## src/rtl/load_store_unit.sv

```systemverilog
// -----------------------------------------------------------------------------
// load_store_unit
//
// Bridges the execute stage and the data memory port. An aligned access is
// accepted in IDLE, its bus fields are registered, and a req/gnt/rvalid
// handshake is run with data memory. Load data is shifted down to bit 0 and
// sign- or zero-extended before it is handed to the register-file write mux.
//
// Ports
//   clk_i, rst_i            clock, synchronous active-high reset
//   lsu_req_i .. wdata_i    access request from execute (held while busy)
//   lsu_busy_o              stall request to the core
//   lsu_rvalid_o            access completes this cycle (pulse)
//   lsu_rdata_o             extended load data (0 outside a load completion)
//   misaligned_o            access rejected: misaligned or illegal size (pulse)
//   err_o                   bus error on the completing access (pulse)
//   data_*                  data memory request/response port
// -----------------------------------------------------------------------------
module load_store_unit #(
  parameter int DATA_WIDTH = 32,
  parameter int ADDR_WIDTH = 32
) (
  input  logic                  clk_i,
  input  logic                  rst_i,
  input  logic                  lsu_req_i,
  input  logic                  lsu_we_i,
  input  logic [1:0]            lsu_size_i,
  input  logic                  lsu_sign_ext_i,
  input  logic [ADDR_WIDTH-1:0] lsu_addr_i,
  input  logic [DATA_WIDTH-1:0] lsu_wdata_i,
  output logic                  lsu_busy_o,
  output logic                  lsu_rvalid_o,
  output logic [DATA_WIDTH-1:0] lsu_rdata_o,
  output logic                  misaligned_o,
  output logic                  err_o,
  output logic                  data_req_o,
  input  logic                  data_gnt_i,
  input  logic                  data_rvalid_i,
  input  logic                  data_err_i,
  output logic [ADDR_WIDTH-1:0] data_addr_o,
  output logic                  data_we_o,
  output logic [3:0]            data_be_o,
  output logic [DATA_WIDTH-1:0] data_wdata_o,
  input  logic [DATA_WIDTH-1:0] data_rdata_i
);

  typedef enum logic [1:0] {
    IDLE = 2'd0,
    REQ  = 2'd1,
    WAIT = 2'd2
  } state_e;

  state_e                state_q, state_d;
  logic [ADDR_WIDTH-1:0] addr_q, addr_d;
  logic                  we_q, we_d;
  logic [3:0]            be_q, be_d;
  logic [DATA_WIDTH-1:0] wdata_q, wdata_d;
  logic [1:0]            off_q, off_d;
  logic [1:0]            size_q, size_d;
  logic                  sext_q, sext_d;

  logic                  misaligned_s;
  logic                  complete_s;
  logic [DATA_WIDTH-1:0] shifted_s;
  logic [DATA_WIDTH-1:0] ext_s;

  // Alignment check on the incoming request; size 11 is never legal.
  always_comb begin
    misaligned_s = 1'b0;
    case (lsu_size_i)
      2'b00:   misaligned_s = 1'b0;
      2'b01:   misaligned_s = lsu_addr_i[0];
      2'b10:   misaligned_s = (lsu_addr_i[1:0] != 2'b00);
      default: misaligned_s = 1'b1;
    endcase
  end

  // Next-state and request-field capture.
  always_comb begin
    state_d = state_q;
    addr_d  = addr_q;
    we_d    = we_q;
    be_d    = be_q;
    wdata_d = wdata_q;
    off_d   = off_q;
    size_d  = size_q;
    sext_d  = sext_q;
    case (state_q)
      IDLE: begin
        if (lsu_req_i && !misaligned_s) begin
          state_d = REQ;
          addr_d  = {lsu_addr_i[ADDR_WIDTH-1:2], 2'b00};
          we_d    = lsu_we_i;
          off_d   = lsu_addr_i[1:0];
          size_d  = lsu_size_i;
          sext_d  = lsu_sign_ext_i;
          case (lsu_size_i)
            2'b00: begin
              be_d    = 4'b0001 << lsu_addr_i[1:0];
              wdata_d = {4{lsu_wdata_i[7:0]}};
            end
            2'b01: begin
              be_d    = 4'b0011 << lsu_addr_i[1:0];
              wdata_d = {2{lsu_wdata_i[15:0]}};
            end
            default: begin
              be_d    = 4'b1111;
              wdata_d = lsu_wdata_i;
            end
          endcase
        end else begin
          state_d = IDLE;
        end
      end
      REQ: begin
        if (data_gnt_i) begin
          state_d = WAIT;
        end else begin
          state_d = REQ;
        end
      end
      WAIT: begin
        if (data_rvalid_i) begin
          state_d = IDLE;
        end else begin
          state_d = WAIT;
        end
      end
      default: state_d = IDLE;
    endcase
  end

  // State and bus-field registers.
  always_ff @(posedge clk_i) begin
    if (rst_i) begin
      state_q <= IDLE;
      addr_q  <= {ADDR_WIDTH{1'b0}};
      we_q    <= 1'b0;
      be_q    <= 4'b0000;
      wdata_q <= {DATA_WIDTH{1'b0}};
      off_q   <= 2'b00;
      size_q  <= 2'b00;
      sext_q  <= 1'b0;
    end else begin
      state_q <= state_d;
      addr_q  <= addr_d;
      we_q    <= we_d;
      be_q    <= be_d;
      wdata_q <= wdata_d;
      off_q   <= off_d;
      size_q  <= size_d;
      sext_q  <= sext_d;
    end
  end

  assign data_req_o   = (state_q == REQ);
  assign data_addr_o  = addr_q;
  assign data_we_o    = we_q;
  assign data_be_o    = be_q;
  assign data_wdata_o = wdata_q;

  assign complete_s = (state_q == WAIT) && data_rvalid_i;

  // Bring the addressed byte/half down to bit 0, then extend.
  assign shifted_s = data_rdata_i >> {off_q, 3'b000};

  // Load extension by latched size.
  always_comb begin
    ext_s = shifted_s;
    case (size_q)
      2'b00:   ext_s = {{24{sext_q & shifted_s[7]}}, shifted_s[7:0]};
      2'b01:   ext_s = {{16{sext_q & shifted_s[15]}}, shifted_s[15:0]};
      default: ext_s = shifted_s;
    endcase
  end

  // Core-facing status; completion and rejection are same-cycle pulses.
  always_comb begin
    lsu_busy_o   = 1'b0;
    lsu_rvalid_o = 1'b0;
    lsu_rdata_o  = {DATA_WIDTH{1'b0}};
    misaligned_o = 1'b0;
    err_o        = 1'b0;
    case (state_q)
      IDLE: begin
        if (lsu_req_i) begin
          misaligned_o = misaligned_s;
          lsu_busy_o   = !misaligned_s;
        end else begin
          misaligned_o = 1'b0;
        end
      end
      REQ:  lsu_busy_o = 1'b1;
      WAIT: begin
        lsu_busy_o = !data_rvalid_i;
        if (complete_s) begin
          lsu_rvalid_o = 1'b1;
          err_o        = data_err_i;
          // Stores and errored accesses return zero.
          if (we_q || data_err_i) begin
            lsu_rdata_o = {DATA_WIDTH{1'b0}};
          end else begin
            lsu_rdata_o = ext_s;
          end
        end else begin
          lsu_rvalid_o = 1'b0;
        end
      end
      default: lsu_busy_o = 1'b0;
    endcase
  end

endmodule

```

## config.mk

```make
export PLATFORM = sky130hd
export DESIGN_NAME = load_store_unit
export DESIGN_NICKNAME = d
export VERILOG_FILES = /design/src/rtl/load_store_unit.sv
export SDC_FILE = /design/constraint.sdc
export NUM_CORES = 1
export LEC_CHECK = 0
export ABC_AREA = 1
export CORE_ASPECT_RATIO = 1.25
export CORE_MARGIN = 10
export CORE_UTILIZATION = 40
export DETAILED_ROUTE_END_ITERATION = 8
export PLACE_DENSITY = 0.87
export SETUP_SLACK_MARGIN = 0.5
export SLEW_MARGIN = 30
export SYNTH_ARGS = -nofsm -noshare
export SYNTH_HDL_FRONTEND = slang
export SYNTH_SLANG_ARGS = --single-unit
```

## constraint.sdc

```tcl
create_clock -name clk_i -period 1.9 [get_ports clk_i]
set_input_delay 0.285 -clock clk_i [delete_from_list [all_inputs] [get_ports clk_i]]
set_output_delay 0.285 -clock clk_i [all_outputs]
set_load 0.005 [all_outputs]
```

==> metrics.md, run 1 <==
| Metric | Value |
|---|---|
| Status | `finished with violations` |
| P_int | `3880 µW` |
| HP Start | `lsu_size_i[1]` |
| Yosys cell types | `25` |
| Final design utilization | `92.1%` |
| Commonest non-fill, non-tap cell in the layout | `nand2_1` |
| Register area | `approximately 1500 µm²` |
| Crit path kind | `reg2out` |
| Clk_lat worst skew | `0.36 ns` |
| PnR worst setup slack | `-0.228 ns` |
| Vias per cell | `6.57` |
| R2r worst-path depth | `13` |
| Switching pwr | `2090 µW` |
| # hold bufs at CTS | `0` |
| Total vias in the final route | `between 7000 and 8000` |
| Share of post-route cells with drive strength above 1 | `42.0%` |
| Global-route wire length before repair | `39400 µm` |
| Largest net degree at the start of global routing | `34` |
| Family with the most delay on the worst path | `buffers and inverters` |
| Core Area | `9760 µm²` |
| Worst IR Drop VDD | `1.15 mV` |
| Design area | `8990 µm²` |
| Iteration-0 DRC Markers | `1153` |
| Die area | `between 10000 and 15000 µm²` |
| Commonest cells after routing, fill and taps aside | `149 x nand2_1, 100 x clkdlybuf4s50_1, 72 x nor2_4, 72 x dlygate4sd2_1, 68 x dfxtp_1` |
| Detailed-route DRC error count | `0` |
| Failing checks | `setup timing` |
| Synth area leader | `dfxtp_1` |
| Max Slew Vio Count | `0` |
| Worst-path clk slew | `0.07 ns` |
| Worst EP arrival | `1.84 ns` |
| Vias in the first global route | `between 6000 and 7000` |
| GP Congestion | `approximately 0.87` |
| Post-Synthesis Cells | `661` |
| Sequential share of power | `approximately 31%` |
| Num CTS Buffers | `9` |
| Max Freq | `0.470 GHz` |
| Period minus WS final | `2.13 ns` |
| Gr usage total | `35.1%` |
| Switching Share | `35.0%` |
| CTS root buf | `clkbuf_16` |
| Setup_tns | `-8.23 ns` |
| Fill cell count | `approximately 330` |
| Worst Path Buf+Inv | `6` |
| Initial antenna violation count | `2` |
| Cell count along the critical path | `10` |
| Die W | `110 µm` |
| Num Clock Sinks | `74` |
| Clk buf depth | `2` |
| Setup-failing EPs final | `87` |
| Number of H-tree levels | `3` |
| First drt pass iteration count | `6` |
| Synth top area cells | `dfxtp_1 37%, nand2_1 17%, nor2_1 13%, o21ai_0 8.1%, inv_1 4.8%` |
| Die height | `132 µm` |
| CP startpoint kind | `register` |
| Synthesis-to-finish area growth | `122%` |
| Critical Path Fanout Max | `3` |
| Synthesized cell area | `4040 µm²` |
| HPWL Detailed | `12200 µm` |
| Avg Synthesized Cell Area | `6.11 µm²` |
| Post-route ant nets | `0` |
| Synth Register Bits | `74` |
| Pwr Density | `665 nW/µm²` |
| Leak Pwr | `0.00431 µW` |
| # IOs | `roughly 210` |
| Final period util | `112%` |
| Worst rel slew slack | `44.0%` |
| R2R Path Start | `state_q[0]$_SDFF_PP0_` |
| Hold Violations, Final | `0` |
| Required @ worst endpoint | `1.62 ns` |
| Max incr delay on CP | `approximately 0.32 ns` |
| Clock skew | `0.0131 ns` |
| Post-DP Area | `about 6600 µm²` |
| PortBufs | `209` |
| Critical Path, Cell by Cell | `or2_4 -> nor2_4 -> buf_6 -> inv_6 -> buf_6 -> buf_12 -> nor2_4 -> nand2_1 -> inv_1 -> buf_2` |
| Hold depth | `4` |
| Slowest-stage cell, CP | `dfxtp_2` |
| Ys Warns | `0` |
| Comb pwr share | `a little over a third` |
| RSZ-0062 raised after global routing | `true` |
| Crit path from | `data_we_o$_SDFFE_PP0P_` |
| Max cap viols | `0` |
| Synth top area share | `36.7%` |
| CP Capture Type | `output port` |
| Area of the multi-input gates | `3220 µm²` |
| Clock share of power | `33.9%` |
| Grt ovf | `0` |
| Place WS | `-0.447 ns` |
| HP Class | `in2reg` |
| Routed Wire Length | `roughly 34000 µm` |
| CTS tree | `yes` |
| Std-Cell Rows | `40` |
| Initial Util | `41.4%` |
| Slew of the pin with the lowest slew margin | `0.831 ns` |
| Seq/Total Area, Yosys | `36.7%` |
| DR WL/cell | `about 31 µm` |
| Final nets | `1071` |
-- flip-flops by register name, summed over array words and instances, names as in the netlist --
name	count
data_wdata_o	32
data_addr_o	30
data_be_o	4
off_q	2
size_q	2
state_q	2
data_we_o	1
sext_q	1
-- through the flow --
stage | power [µW] | hold WS [ns] | std cells
2_1_floorplan | 2280 | 0.354 | 662
3_3_place_gp | 2930 | 0.451 | 1005
3_5_place_dp | 2960 | 0.454 | 1005
4_1_cts | 5310 | 0.456 | 1088
5_1_grt | 6030 | 0.494 | 1097
6_report | 5980 | 0.488 | 1099
-- worst paths after layout --
check / to / slack, ns
setup / recovery: lsu_rdata_o[23] / -0.23
hold reg to reg: data_addr_o[18]$_SDFFE_PP0P_ / 0.52
setup reg to reg: data_addr_o[27]$_SDFFE_PP0P_ / -0.19
hold / removal: size_q[1]$_SDFFE_PP0P_ / 0.49
-- area by class of cell --
class                   instances  area share [%]
repair buffers                331            39.3
multi-input cells             490            35.9
flip-flops and latches         74            16.6
clock buffers                  12            2.85
inverters                      57            2.63
well taps                     126            1.75
clock inverters                 4           0.821
repair inverters                2           0.139
diodes                          3          0.0835
-- cells in the mapped netlist, drive strengths merged --
cell type and n:
buf 32, nor2 147, nand3 32, nand2 190
o21ai 76, dfxtp 74, a21oi 31, inv 57
or2 1, nand3b 2, clkbuf 10, o211ai 8
conb 1
-- logic make-up (layout without fill, tap and decap cells) --
group                  after synthesis  after routing  synth area share [%]
and+or+nand+nor                    372            373                  37.0
DFF                                 74             74                  36.7
buffers and inverters               99            406                  11.2
AOI/OAI and AO/OA                  115            115                  15.0
other                                1              5                0.0928
-- metal layers --
| layer | track usage, % | vias to the layer above | wire length (µm) |
|---|---|---|---|
| met5 | 0 | - | 0 |
| met4 | 24.3 | 0 | 3950 |
| met3 | 11.4 | 369 | 5350 |
| met2 | 57.5 | 965 | 14700 |
| li1 | - | 2683 | - |
| met1 | 36.3 | 3207 | 10100 |
-- worst min-delay path: cells and delay by family --
kind	cells	cell delay [ns]
AND/OR/NAND/NOR	1	0.10
AO/OA/AOI/OAI	1	0.04
buffers and inverters	2	0.36
-- timing repair --
item,4_1_cts,5_1_grt
pin swaps,84,28
buffers inserted,48,8
endpoints found under the setup margin,175,110
gates resized for setup,491,161
gates cloned,19,0
-- power groups by stage --
stage / Combinational, µW / Sequential [µW] / Clock, µW
5_1_grt: 2180 / 1820 / 2030
6_report: 2130 / 1820 / 2020
4_1_cts: 1650 / 1770 / 1880
3_3_place_gp: 1170 / 1760 / 0
2_1_floorplan: 508 / 1770 / 0
3_5_place_dp: 1190 / 1770 / 0
Note: power is estimated with default switching activity, not from simulation.
==> inputs of run 2 (changes only) <==
--- a/config.mk
+++ b/config.mk
@@ -16,3 +16,4 @@
 export SYNTH_ARGS = -nofsm -noshare
 export SYNTH_HDL_FRONTEND = slang
 export SYNTH_SLANG_ARGS = --single-unit
+export TNS_END_PERCENT = 20
==> run 2 against run 1 <==
Compared with the run above: the flow still finishes with violations (setup timing); core utilization decreased by 10 points; highest routed layer unchanged; final area decreased by 11%; sequential cell count unchanged; sequential share of layout area increased by 2.1 points; register-to-register slack improved by 0.41 ns; clock skew decreased by 0.0073 ns; cell count decreased by 4.2%; die area unchanged; sequential power decreased by 3%; global-route usage decreased by 11 points; largest cell class is now multi-input gates.
==> metrics.md, run 2 (synthesized netlist as in run 1, its figures left out) <==
| Metric | Value |
|---|---|
| Number of flip-flops in the largest register | `32 (unchanged)` |
| Critical Path, Cell by Cell | `buf_6 -> buf_12 -> buf_4 -> nand2_1 -> nand2_1 -> a21oi_1 -> nor2_1 -> nand2_1 -> inv_1 -> buf_2 (was or2_4 -> nor2_4 -> buf_6 -> inv_6 -> buf_6 -> buf_12 -> nor2_4 -> nand2_1 -> inv_1 -> buf_2)` |
| Place WS | `-0.467 ns (was -0.447 ns)` |
| Max Freq | `0.474 GHz (was 0.470 GHz)` |
| Final period util | `111% (was 112%)` |
| Gr usage total | `23.9% (was 35.1%)` |
| Worst Path Buf+Inv | `5 (was 6)` |
| Die area | `14500 µm² (unchanged)` |
| Clk buf depth | `2 (unchanged)` |
| CTS root buf | `clkbuf_16 (unchanged)` |
| DR WL/cell | `21.7 µm (was 31.1 µm)` |
| # IOs | `212 (unchanged)` |
| Die W | `110 µm (unchanged)` |
| Commonest cells after routing, fill and taps aside | `131 x nand2_1, 112 x nor2_1, 98 x clkdlybuf4s50_1 (was 149 x nand2_1, 100 x clkdlybuf4s50_1, 72 x nor2_4, 72 x dlygate4sd2_1, 68 x dfxtp_1)` |
| Critical Path Fanout Max | `8 (was 3)` |
| PnR worst setup slack | `-0.210 ns (was -0.228 ns)` |
| Required @ worst endpoint | `1.62 ns (about the same)` |
| Leak Pwr | `0.00398 µW (was 0.00431 µW)` |
| Std-Cell Rows | `40 (unchanged)` |
| Num CTS Buffers | `9 (unchanged)` |
| Initial Util | `41.4% (unchanged)` |
| First drt pass iteration count | `5 (was 6)` |
| Max cap viols | `0 (unchanged)` |
| Hold Slack | `0.462 ns (was 0.488 ns)` |
| Clock skew | `0.00580 ns (was 0.0131 ns)` |
| # hold bufs at CTS | `0 (unchanged)` |
| Final nets | `1026 (was 1071)` |
| Die height | `132 µm (unchanged)` |
| Detailed-route DRC error count | `0 (unchanged)` |
| RSZ-0062 raised after global routing | `true (unchanged)` |
| Post-DP Area | `6550 µm² (about the same)` |
| Hold Violations, Final | `0 (unchanged)` |
| Post-route ant nets | `0 (unchanged)` |
| Share of post-route cells with drive strength above 1 | `35.2% (was 42.0%)` |
| HPWL Detailed | `12400 µm (was 12200 µm)` |
| Num Clock Sinks | `74 (unchanged)` |
| CP Capture Type | `output port (unchanged)` |
| Routed Wire Length | `22900 µm (was 34100 µm)` |
| Slew of the pin with the lowest slew margin | `0.525 ns (was 0.831 ns)` |
| Slowest-stage cell, CP | `dfxtp_4 (was dfxtp_2)` |
| HP Class | `reg2reg (was in2reg)` |
| Period minus WS final | `2.11 ns (was 2.13 ns)` |
| Initial antenna violation count | `2 (unchanged)` |
| Total vias in the final route | `5955 (was 7224)` |
| Max incr delay on CP | `0.37 ns (was 0.32 ns)` |
| Status | `finished with violations (unchanged)` |
| CTS tree | `yes (unchanged)` |
| GP Congestion | `0.921 (was 0.875)` |
| PortBufs | `209 (unchanged)` |
| Commonest non-fill, non-tap cell in the layout | `nand2_1 (unchanged)` |
| Design area | `7970 µm² (was 8990 µm²)` |
| Clk_lat worst skew | `0.34 ns (was 0.36 ns)` |
| Grt ovf | `0 (unchanged)` |
| Pwr Density | `666 nW/µm² (was 665 nW/µm²)` |
| Worst rel slew slack | `65.0% (was 44.0%)` |
| Worst EP arrival | `1.83 ns (was 1.84 ns)` |
| CP startpoint kind | `register (unchanged)` |
| Family with the most delay on the worst path | `buffers and inverters (unchanged)` |
| Setup-failing EPs final | `10 (was 87)` |
| Iteration-0 DRC Markers | `620 (was 1153)` |
| Worst-path clk slew | `0.05 ns (was 0.07 ns)` |
| Vias in the first global route | `5452 (was 6850)` |
| Number of H-tree levels | `3 (unchanged)` |
| Failing checks | `setup timing (unchanged)` |
| Vias per cell | `5.66 (was 6.57)` |
| Most used cell, CP | `nand2_1` |
| Synthesis-to-finish area growth | `97.2% (was 122%)` |
| Global-route wire length before repair | `27600 µm (was 39400 µm)` |
| Crit path kind | `reg2out (unchanged)` |
| Core Area | `9760 µm² (unchanged)` |
| Largest net degree at the start of global routing | `49 (was 34)` |
| Worst IR Drop VDD | `0.782 mV (was 1.15 mV)` |
| Max Slew Vio Count | `0 (unchanged)` |
[run 2: cell types whose count changed in the layout (fill, tap and decap cells not counted), sizes merged]
cell,before,now
buf,157,112
clkdlybuf4s50,100,98
inv,59,57
bufbuf,1,0
bufinv,2,3
clkbuf,12,13
clkdlybuf4s15,0,1
clkinv,2,3
diode,3,2
dlymetal6s2s,1,2
[run 2: area by class of cell]
type / instances / area, µm²
Multi-Input combinational cell: 490 / 2960
Tap cell: 126 / 158
Clock inverter: 6 / 105
Sequential cell: 74 / 1490
Timing Repair Buffer: 288 / 2780
Antenna cell: 2 / 5.00
Fill cell: 498 / 1790
Inverter: 57 / 239
Clock buffer: 10 / 229
[run 2: worst paths after layout]
| check | startpoint | slack, ns | depth (start not counted) | to |
|---|---|---|---|---|
| max | off_q[0]$_SDFFE_PP0P_ | -0.21 | 10 | lsu_rdata_o[20] |
| min | data_wdata_o[13]$_SDFFE_PP0P_ | 0.46 | 2 | data_wdata_o[13]$_SDFFE_PP0P_ |
| max reg2reg | state_q[1]$_SDFF_PP0_ | 0.22 | 8 | data_addr_o[12]$_SDFFE_PP0P_ |
| min reg2reg | data_wdata_o[13]$_SDFFE_PP0P_ | 0.46 | 2 | data_wdata_o[13]$_SDFFE_PP0P_ |
[run 2: repair_timing]
action | 4_1_cts | 5_1_grt
setup endpoints to repair | 176 | 110
pin swaps | 30 | 166
hold endpoints to repair | 0 | 0
gates resized for setup | 351 | 203
gates cloned | 3 | 1
setup buffers | 23 | 3
[run 2: through the flow]
step / setup TNS [ns] / std cells / total power, µW / utilization (%)
3_5_place_dp: -12.89 / 1005 / 2960 / 67.1
5_1_grt: -1.93 / 1052 / 5470 / 81.6
6_report: -0.577 / 1053 / 5310 / 81.7
2_1_floorplan: 0 / 662 / 2280 / -
3_3_place_gp: -12.81 / 1005 / 2930 / 67.1
4_1_cts: -0.258 / 1047 / 4930 / 74.0
[run 2: power breakdown]
group | switching [µW] | internal, µW | total [µW]
Combinational | 855 | 755 | 1610
Sequential | 91.0 | 1670 | 1760
Clock | 656 | 1280 | 1930
Total | 1600 | 3700 | 5310
[run 2: worst reg2reg max path: cells and delay by family (launching register included)]
family                 cells  cell delay (ns)
AOI/OAI and AO/OA          1             0.24
and+or+nand+nor            4             0.45
DFF                        1             0.34
buffers and inverters      3             0.58
[run 2: metal layers]
layer	share of wire [%]	vias up	GRT usage [%]
met5	0	-	0
met4	6.5	0	13.2
met3	12	121	9.74
met2	49	477	41.8
met1	32	2757	22.6
li1	-	2600	-
